==> src/rtl/maxpool_stage_pkg.sv <==
// maxpool_stage shared package
// Pixel type, FSM encoding and the signed max helper.
package maxpool_stage_pkg;

    localparam int DATA_W = 16;

    typedef logic signed [DATA_W-1:0] pix_t;

    typedef enum logic [1:0] {
        S_IDLE  = 2'd0,
        S_RUN   = 2'd1,
        S_FLUSH = 2'd2,
        S_DONE  = 2'd3
    } state_t;

    // Ties keep the earlier operand a.
    function automatic pix_t smax(input pix_t a, input pix_t b);
        return (b > a) ? b : a;
    endfunction

endpackage

==> src/rtl/maxpool_stage_if.sv <==
// maxpool_stage control and stream interface
// master = producer/consumer side, slave = pooling stage.
interface maxpool_stage_if;

    logic                      go;
    logic                      relu_en;
    logic                      in_valid;
    maxpool_stage_pkg::pix_t   in_data;
    logic                      in_ready;
    logic                      out_valid;
    maxpool_stage_pkg::pix_t   out_data;
    logic                      out_ready;
    logic                      busy;
    logic                      done;

    modport master (
        output go, relu_en, in_valid, in_data, out_ready,
        input  in_ready, out_valid, out_data, busy, done
    );

    modport slave (
        input  go, relu_en, in_valid, in_data, out_ready,
        output in_ready, out_valid, out_data, busy, done
    );

endinterface

==> src/rtl/pool_linebuf.sv <==
// pool_linebuf: one row of horizontal pair maxima
// Single write port, asynchronous read port, no reset on contents.
module pool_linebuf #(
    parameter int DEPTH = 4,
    parameter int W     = 16,
    parameter int AW    = 2
) (
    input  logic          clk,
    input  logic          we,
    input  logic [AW-1:0] waddr,
    input  logic [W-1:0]  wdata,
    input  logic [AW-1:0] raddr,
    output logic [W-1:0]  rdata
);

    logic [W-1:0] mem [DEPTH];

    // Store the even-row pair maximum for its column pair
    always_ff @(posedge clk) begin
        if (we) mem[waddr] <= wdata;
    end

    assign rdata = mem[raddr];

endmodule

==> src/rtl/maxpool_stage.sv <==
// maxpool_stage: 2x2 stride-2 max pooling over a raster pixel stream
// Optional ReLU on the pooled value; one map per go.
module maxpool_stage
    import maxpool_stage_pkg::*;
#(
    parameter int MAP_W = 8,
    parameter int MAP_H = 8
) (
    input logic             clk,
    input logic             rst,
    maxpool_stage_if.slave  bus
);

    localparam int CW   = $clog2(MAP_W);
    localparam int RW   = $clog2(MAP_H);
    localparam int LB_D = MAP_W / 2;
    localparam int AW   = (LB_D > 1) ? $clog2(LB_D) : 1;

    state_t          state;
    logic [CW-1:0]   col;
    logic [RW-1:0]   row;
    pix_t            pair;
    logic            relu;
    logic            ov;
    pix_t            od;
    logic            busy_q;
    logic            done_q;

    pix_t            pmax;
    pix_t            lb_rd;
    pix_t            pooled;
    pix_t            res;
    logic [AW-1:0]   lb_addr;
    logic            ready;
    logic            accept;
    logic            consume;
    logic            start;
    logic            col_last;
    logic            row_last;
    logic            lb_we;
    logic            load;
    logic            last;

    assign ready    = (state == S_RUN) && !(ov && !bus.out_ready);
    assign accept   = bus.in_valid && ready;
    assign consume  = ov && bus.out_ready;
    assign start    = (state == S_IDLE) && bus.go;
    assign col_last = (col == CW'(MAP_W - 1));
    assign row_last = (row == RW'(MAP_H - 1));
    assign last     = accept && col_last && row_last;

    assign pmax    = smax(pair, bus.in_data);
    assign lb_addr = AW'(col >> 1);
    assign lb_we   = accept && col[0] && !row[0];
    assign load    = accept && col[0] && row[0];
    assign pooled  = smax(lb_rd, pmax);
    assign res     = (relu && pooled[DATA_W-1]) ? '0 : pooled;

    pool_linebuf #(
        .DEPTH (LB_D),
        .W     (DATA_W),
        .AW    (AW)
    ) u_linebuf (
        .clk   (clk),
        .we    (lb_we),
        .waddr (lb_addr),
        .wdata (pmax),
        .raddr (lb_addr),
        .rdata (lb_rd)
    );

    // Map sequencing: state, busy/done flags and ReLU latch
    always_ff @(posedge clk or negedge rst) begin
        if (!rst) begin
            state  <= S_IDLE;
            busy_q <= 1'b0;
            done_q <= 1'b0;
            relu   <= 1'b0;
        end else begin
            unique case (state)
                S_IDLE: begin
                    if (bus.go) begin
                        state  <= S_RUN;
                        busy_q <= 1'b1;
                        relu   <= bus.relu_en;
                    end
                end
                S_RUN: begin
                    if (last) state <= S_FLUSH;
                end
                S_FLUSH: begin
                    if (!ov || bus.out_ready) begin
                        state  <= S_DONE;
                        busy_q <= 1'b0;
                        done_q <= 1'b1;
                    end
                end
                S_DONE: begin
                    state  <= S_IDLE;
                    done_q <= 1'b0;
                end
                default: state <= S_IDLE;
            endcase
        end
    end

    // Raster position counters and the even-column pair register
    always_ff @(posedge clk or negedge rst) begin
        if (!rst) begin
            col  <= '0;
            row  <= '0;
            pair <= '0;
        end else if (start) begin
            col  <= '0;
            row  <= '0;
            pair <= '0;
        end else if (accept) begin
            if (!col[0]) pair <= bus.in_data;
            if (col_last) begin
                col <= '0;
                row <= row_last ? '0 : row + 1'b1;
            end else begin
                col <= col + 1'b1;
            end
        end
    end

    // Output holding register; reload may coincide with consumption
    always_ff @(posedge clk or negedge rst) begin
        if (!rst) begin
            ov <= 1'b0;
            od <= '0;
        end else if (load) begin
            ov <= 1'b1;
            od <= res;
        end else if (consume) begin
            ov <= 1'b0;
        end
    end

    assign bus.in_ready  = ready;
    assign bus.out_valid = ov;
    assign bus.out_data  = od;
    assign bus.busy      = busy_q;
    assign bus.done      = done_q;

endmodule
==> src/flat_wrapper.sv <==
// flat-port wrapper written by rule: the top's interface ports become plain ports
module maxpool_stage_flat import maxpool_stage_pkg::*;
#(
    parameter int MAP_W = 8,
    parameter int MAP_H = 8
)
  (clk, rst, bus_go, bus_relu_en, bus_in_valid, bus_in_data, bus_out_ready, bus_in_ready, bus_out_valid, bus_out_data, bus_busy, bus_done);
  maxpool_stage_if bus_i ();
  input logic clk;
  input logic rst;
  input wire logic [$bits(bus_i.go)-1:0] bus_go;
  input wire logic [$bits(bus_i.relu_en)-1:0] bus_relu_en;
  input wire logic [$bits(bus_i.in_valid)-1:0] bus_in_valid;
  input wire logic [$bits(bus_i.in_data)-1:0] bus_in_data;
  input wire logic [$bits(bus_i.out_ready)-1:0] bus_out_ready;
  output wire logic [$bits(bus_i.in_ready)-1:0] bus_in_ready;
  output wire logic [$bits(bus_i.out_valid)-1:0] bus_out_valid;
  output wire logic [$bits(bus_i.out_data)-1:0] bus_out_data;
  output wire logic [$bits(bus_i.busy)-1:0] bus_busy;
  output wire logic [$bits(bus_i.done)-1:0] bus_done;
  assign bus_i.go = bus_go;
  assign bus_i.relu_en = bus_relu_en;
  assign bus_i.in_valid = bus_in_valid;
  assign bus_i.in_data = bus_in_data;
  assign bus_i.out_ready = bus_out_ready;
  assign bus_in_ready = bus_i.in_ready;
  assign bus_out_valid = bus_i.out_valid;
  assign bus_out_data = bus_i.out_data;
  assign bus_busy = bus_i.busy;
  assign bus_done = bus_i.done;
  maxpool_stage #(.MAP_W(MAP_W), .MAP_H(MAP_H)) u_core (.clk(clk), .rst(rst), .bus(bus_i));
endmodule
==> config.mk <==
export PLATFORM = sky130hd
export DESIGN_NAME = maxpool_stage_flat
export DESIGN_NICKNAME = d
export VERILOG_FILES = /design/src/rtl/maxpool_stage_pkg.sv /design/src/rtl/maxpool_stage_if.sv /design/src/rtl/pool_linebuf.sv /design/src/rtl/maxpool_stage.sv /design/src/flat_wrapper.sv
export SDC_FILE = /design/constraint.sdc
export NUM_CORES = 1
export LEC_CHECK = 0
export BUFFER_PORTS_ARGS = -buffer_cell sky130_fd_sc_hd__clkbuf_2
export CORE_MARGIN = 8
export CORE_UTILIZATION = 29
export CTS_BUF_LIST = sky130_fd_sc_hd__clkbuf_8
export CTS_CLUSTER_DIAMETER = 40
export DETAILED_ROUTE_END_ITERATION = 8
export PLACE_DENSITY = 0.42
export SLEW_MARGIN = 10
export SYNTH_ARGS = -nofsm -noshare
export SYNTH_HDL_FRONTEND = slang
export SYNTH_SLANG_ARGS = --single-unit
==> constraint.sdc <==
create_clock -name clk -period 9.82 [get_ports clk]
set_clock_uncertainty 0.15 [all_clocks]
set_input_delay 2.455 -clock clk [delete_from_list [all_inputs] [get_ports clk]]
set_output_delay 2.455 -clock clk [all_outputs]
set_load 0.02 [all_outputs]
==> results.py <==
metrics = {
    "run_status": {
        "status": "completed",
    },
    "final_layout": {
        "drive_gt1_share_pct": 23.98,
        "final_cells": 701,
        "diodes": 0,
        "area_growth_pct": 12.87,
        "final_net_count": 523,
    },
    "sta": {
        "slew_violations": 0,
        "finalSetupViolCount": 0,
        "setup_ws_ns": 2.239,
        "holdWs_ns": 0.3351,
        "relSlewSlack_pct": 17.23,
        "setup_tns_ns": 0,
        "hold_violations": 0,
        "max_freq_mhz": 131.9,
        "rsz0062_at_grt": "false",
        "fin_crit_ns": 7.581,
        "min_period_over_period_pct": 77.20,
        "worst_slew_pin_slew_ns": 1.235,
    },
    "floorplanning": {
        "ios": 42,
        "fp-row-count": 50,
        "die_w_um": 153.1,
        "initial_core_util_pct": 29.35,
        "die_y_um": 153.1,
        "die_area_um2": 23450,
        "core_um2": 18580,
    },
    "route": {
        "drt_iter0_markers": 187,
        "wl_per_cell_um": 18.73,
        "drc": 0,
        "dr.pass1.iters": 4,
        "detail-route-antenna-nets": 0,
        "vias": 3342,
        "vias_per_cell": 4.767,
        "totalWireLength_um": 13130,
    },
    "clocking": {
        "holdBufCountCts": 0,
        "cts_resized": 0,
        "clockBufferDepth": 2,
        "tritoncts": "yes",
        "clk_latency_ns": 0.38,
        "clkSlewWorstSetupHoldPaths_ns": 0.10,
        "cts_buffers": 9,
        "clock_sinks": 108,
        "cts_root_buf": "clkbuf_8",
        "h-tree-depth": 3,
        "post-cts-setup-buffer-count": 0,
    },
    "worst_setup_path": {
        "reg2reg_depth": 19,
        "reg2reg_slack_ns": 3.98,
        "end_kind": "flip-flop",
        "cp_slowest_cell": "o311ai_4",
        "critPathLaunchType": "primary input",
        "regToRegEndpoint": "u_core.bus.out_data[2]",
        "worst-setup-path-type": "in2reg",
        "slowest_delay_ns": 0.88,
        "regToRegStartpoint": "u_core.pair[15]",
        "cp_data_required_time_ns": 9.90,
        "cp.buffers_inverters": 2,
        "crit_arrival_ns": 7.66,
        "worstPathCellList": "clkbuf_2 > ha_1 > nand4_4 > a2111o_1 > o211ai_2 > xnor2_1 > nand2_1 > mux2i_1 > inv_1 > ha_1 > nand2_1 > nor2_1 > and3_1 > nand3_1 > o21ai_0 > and3_4 > or3_1 > o311ai_4 > o21ai_1",
        "critPathTopFamily": "simple AND/OR/NAND/NOR gates",
        "worst-path-max-fanout": 15,
    },
    "yosys": {
        "synthAdderAreaFrac_pct": 8.947,
        "synth.distinct_cells": 49,
        "synth_compound_area_share_pct": 10.51,
        "synth_edf_count": 64,
        "syn_inst": 420,
        "ys_seq_area_share_pct": 55.43,
        "synth_nets": 481,
        "syn_area_per_cell_um2": 12.99,
        "async_flop_share_pct": 40.74,
        "synth_top_family_by_area": "multiplexers",
        "ys_ff_latch": 108,
        "synthSimpleGateAreaFrac_pct": 8.052,
        "ys.warnings.count": 0,
        "synth_xor_area_share_pct": 0.1606,
        "ys.flop_type": "edfxtp_1",
        "muxShareOfSynthArea_pct": 12.62,
        "netlist_area_um2": 5454,
    },
    "global_routing": {
        "grt_max_degree": 45,
        "grt-ovfl-total": 0,
        "track_usage_pct": 11.68,
        "grt_pass1_wl_um": 20720,
        "grt_pass1_vias": 3462,
        "antenna_found_initial": 0,
    },
    "run": {
        "cap_violations": 0,
    },
    "min_path": {
        "min_to": "u_core.bus.out_data[12]",
        "min_path_cells": 2,
        "hp-class": "reg2reg",
        "min-delay-start": "u_core.bus.out_data[12]",
    },
    "power_and_ir_drop": {
        "peakVddDrop_uv": 120.6,
        "pwr_density_cell_nw_per_um2": 266.4,
        "p_leak_nw": 2.590,
    },
    "placement": {
        "portBuffers": 41,
        "dpl.cell_count": 685,
        "hpwlAfterDp_um": 9088,
        "pre_cts_slack_ns": 1.758,
        "globalplace.congestion": 0.7632,
    },
}
layer usage:
layer	GRT usage, %	vias to the layer above	wire [um]
met4	3.534	0	155
li1	-	1636	-
met2	19.42	41	6407
met1	14.84	1655	6149
met3	2.707	10	416
met5	0	-	0
cells in the final DEF, fill, tap and decap left out, types with 2 or more instances in the layout:
cell	count
edfxtp_1	64
inv_1	45
dfrtp_1	43
nand2_1	42
clkbuf_2	41
ha_1	39
a21oi_1	19
mux2i_1	17
mux4_2	16
a22o_1	16
mux2_2	14
nor2_1	14
o21ai_2	11
clkbuf_8	10
nand3_1	6
o21ai_0	6
o21ai_1	6
nand4_1	4
nand2b_1	4
and3_1	4
buf_4	4
a21o_1	3
nor3_1	3
o211ai_1	2
nor2_2	2
nor3_2	2
a221oi_1	2
bufinv_16	2
where the power goes:
part | total (W) | switching [W] | internal (W)
Clock | 0.000300 | 0.000151 | 0.000149
Combinational | 0.000723 | 0.000424 | 0.000299
Sequential | 0.000617 | 0.0000481 | 0.000569
how the worst max path moves through the flow:
stage / startpoint / to / cells past startpoint
6_report: bus_in_data[15] / u_core.bus.out_data[2] / 19
5_1_grt: bus_in_data[15] / u_core.bus.out_data[2] / 19
4_1_cts: bus_in_data[15] / u_core.bus.out_data[2] / 19
3_5_place_dp: bus_in_data[15] / u_core.bus.out_data[0] / 19
3_3_place_gp: bus_in_data[15] / u_core.bus.out_data[4] / 18
2_1_floorplan: bus_in_data[15] / u_core.bus.out_data[5] / 21
cell type report:
class	instances	area, um2
fillers	1846	12420
flip-flops and latches	108	3024
multi-input cells	255	2223
repair buffers	45	235.2
well taps	234	292.8
clock buffers	10	137.6
inverters	43	161.4
clock inverters	6	81.33
kinds of logic (layout without fill, tap and decap cells):
family / after synthesis / in the layout
flip-flops: 108 / 108
XOR/XNOR: 1 / 1
multiplexers: 47 / 47
adder cells (fa/ha/maj): 39 / 39
AND/OR/NAND/NOR: 91 / 91
buffers and inverters: 57 / 104
AO/OA/AOI/OAI: 77 / 77
metrics by stage:
stage / instance area, um2 / util [%] / power (W)
3_5_place_dp: 5937 / 31.95 / 0.001360
5_1_grt: 6156 / 33.13 / 0.001775
2_1_floorplan: 5454 / - / 0.001162
6_report: 6156 / 33.13 / 0.001640
3_3_place_gp: 5937 / 31.95 / 0.001358
4_1_cts: 6156 / 33.13 / 0.001671
synthesized netlist by cell type (all sizes together) (2+ instances only):
| master | n | area share, % |
|---|---|---|
| nor3 | 5 | 0.46 |
| a22o | 16 | 2.6 |
| o311ai | 2 | 0.64 |
| a21oi | 19 | 1.7 |
| buf | 6 | 0.78 |
| a21o | 3 | 0.41 |
| nand4 | 5 | 0.85 |
| and3 | 5 | 0.67 |
| mux2i | 17 | 3.1 |
| o211ai | 3 | 0.50 |
| o21ai | 23 | 2.9 |
| nand3 | 6 | 0.55 |
| mux4 | 16 | 6.6 |
| nor2 | 16 | 1.1 |
| inv | 43 | 3.0 |
| mux2 | 14 | 2.9 |
| dfrtp | 44 | 20 |
| nand2 | 42 | 2.9 |
| ha | 39 | 8.9 |
| clkbuf | 8 | 0.55 |
| a221oi | 2 | 0.32 |
| nand2b | 4 | 0.46 |
| edfxtp | 64 | 35 |
| nor3b | 2 | 0.28 |
sequential cells by signal (all words and copies together) (netlist names):
name / count
u_core.u_linebuf.mem: 64
u_core.col: 3
u_core.bus.busy: 1
u_core.bus.out_data: 16
u_core.state: 2
u_core.bus.done: 1
u_core.row: 3
u_core.relu: 1
u_core.pair: 16
u_core.bus.out_valid: 1
tightest hold or removal path, stage by stage (launching register included):
cell	delay [ns]
dfrtp_1	0.35
nand2_1	0.06
o21ai_2	0.05
Power figures use the tool's default switching activity.
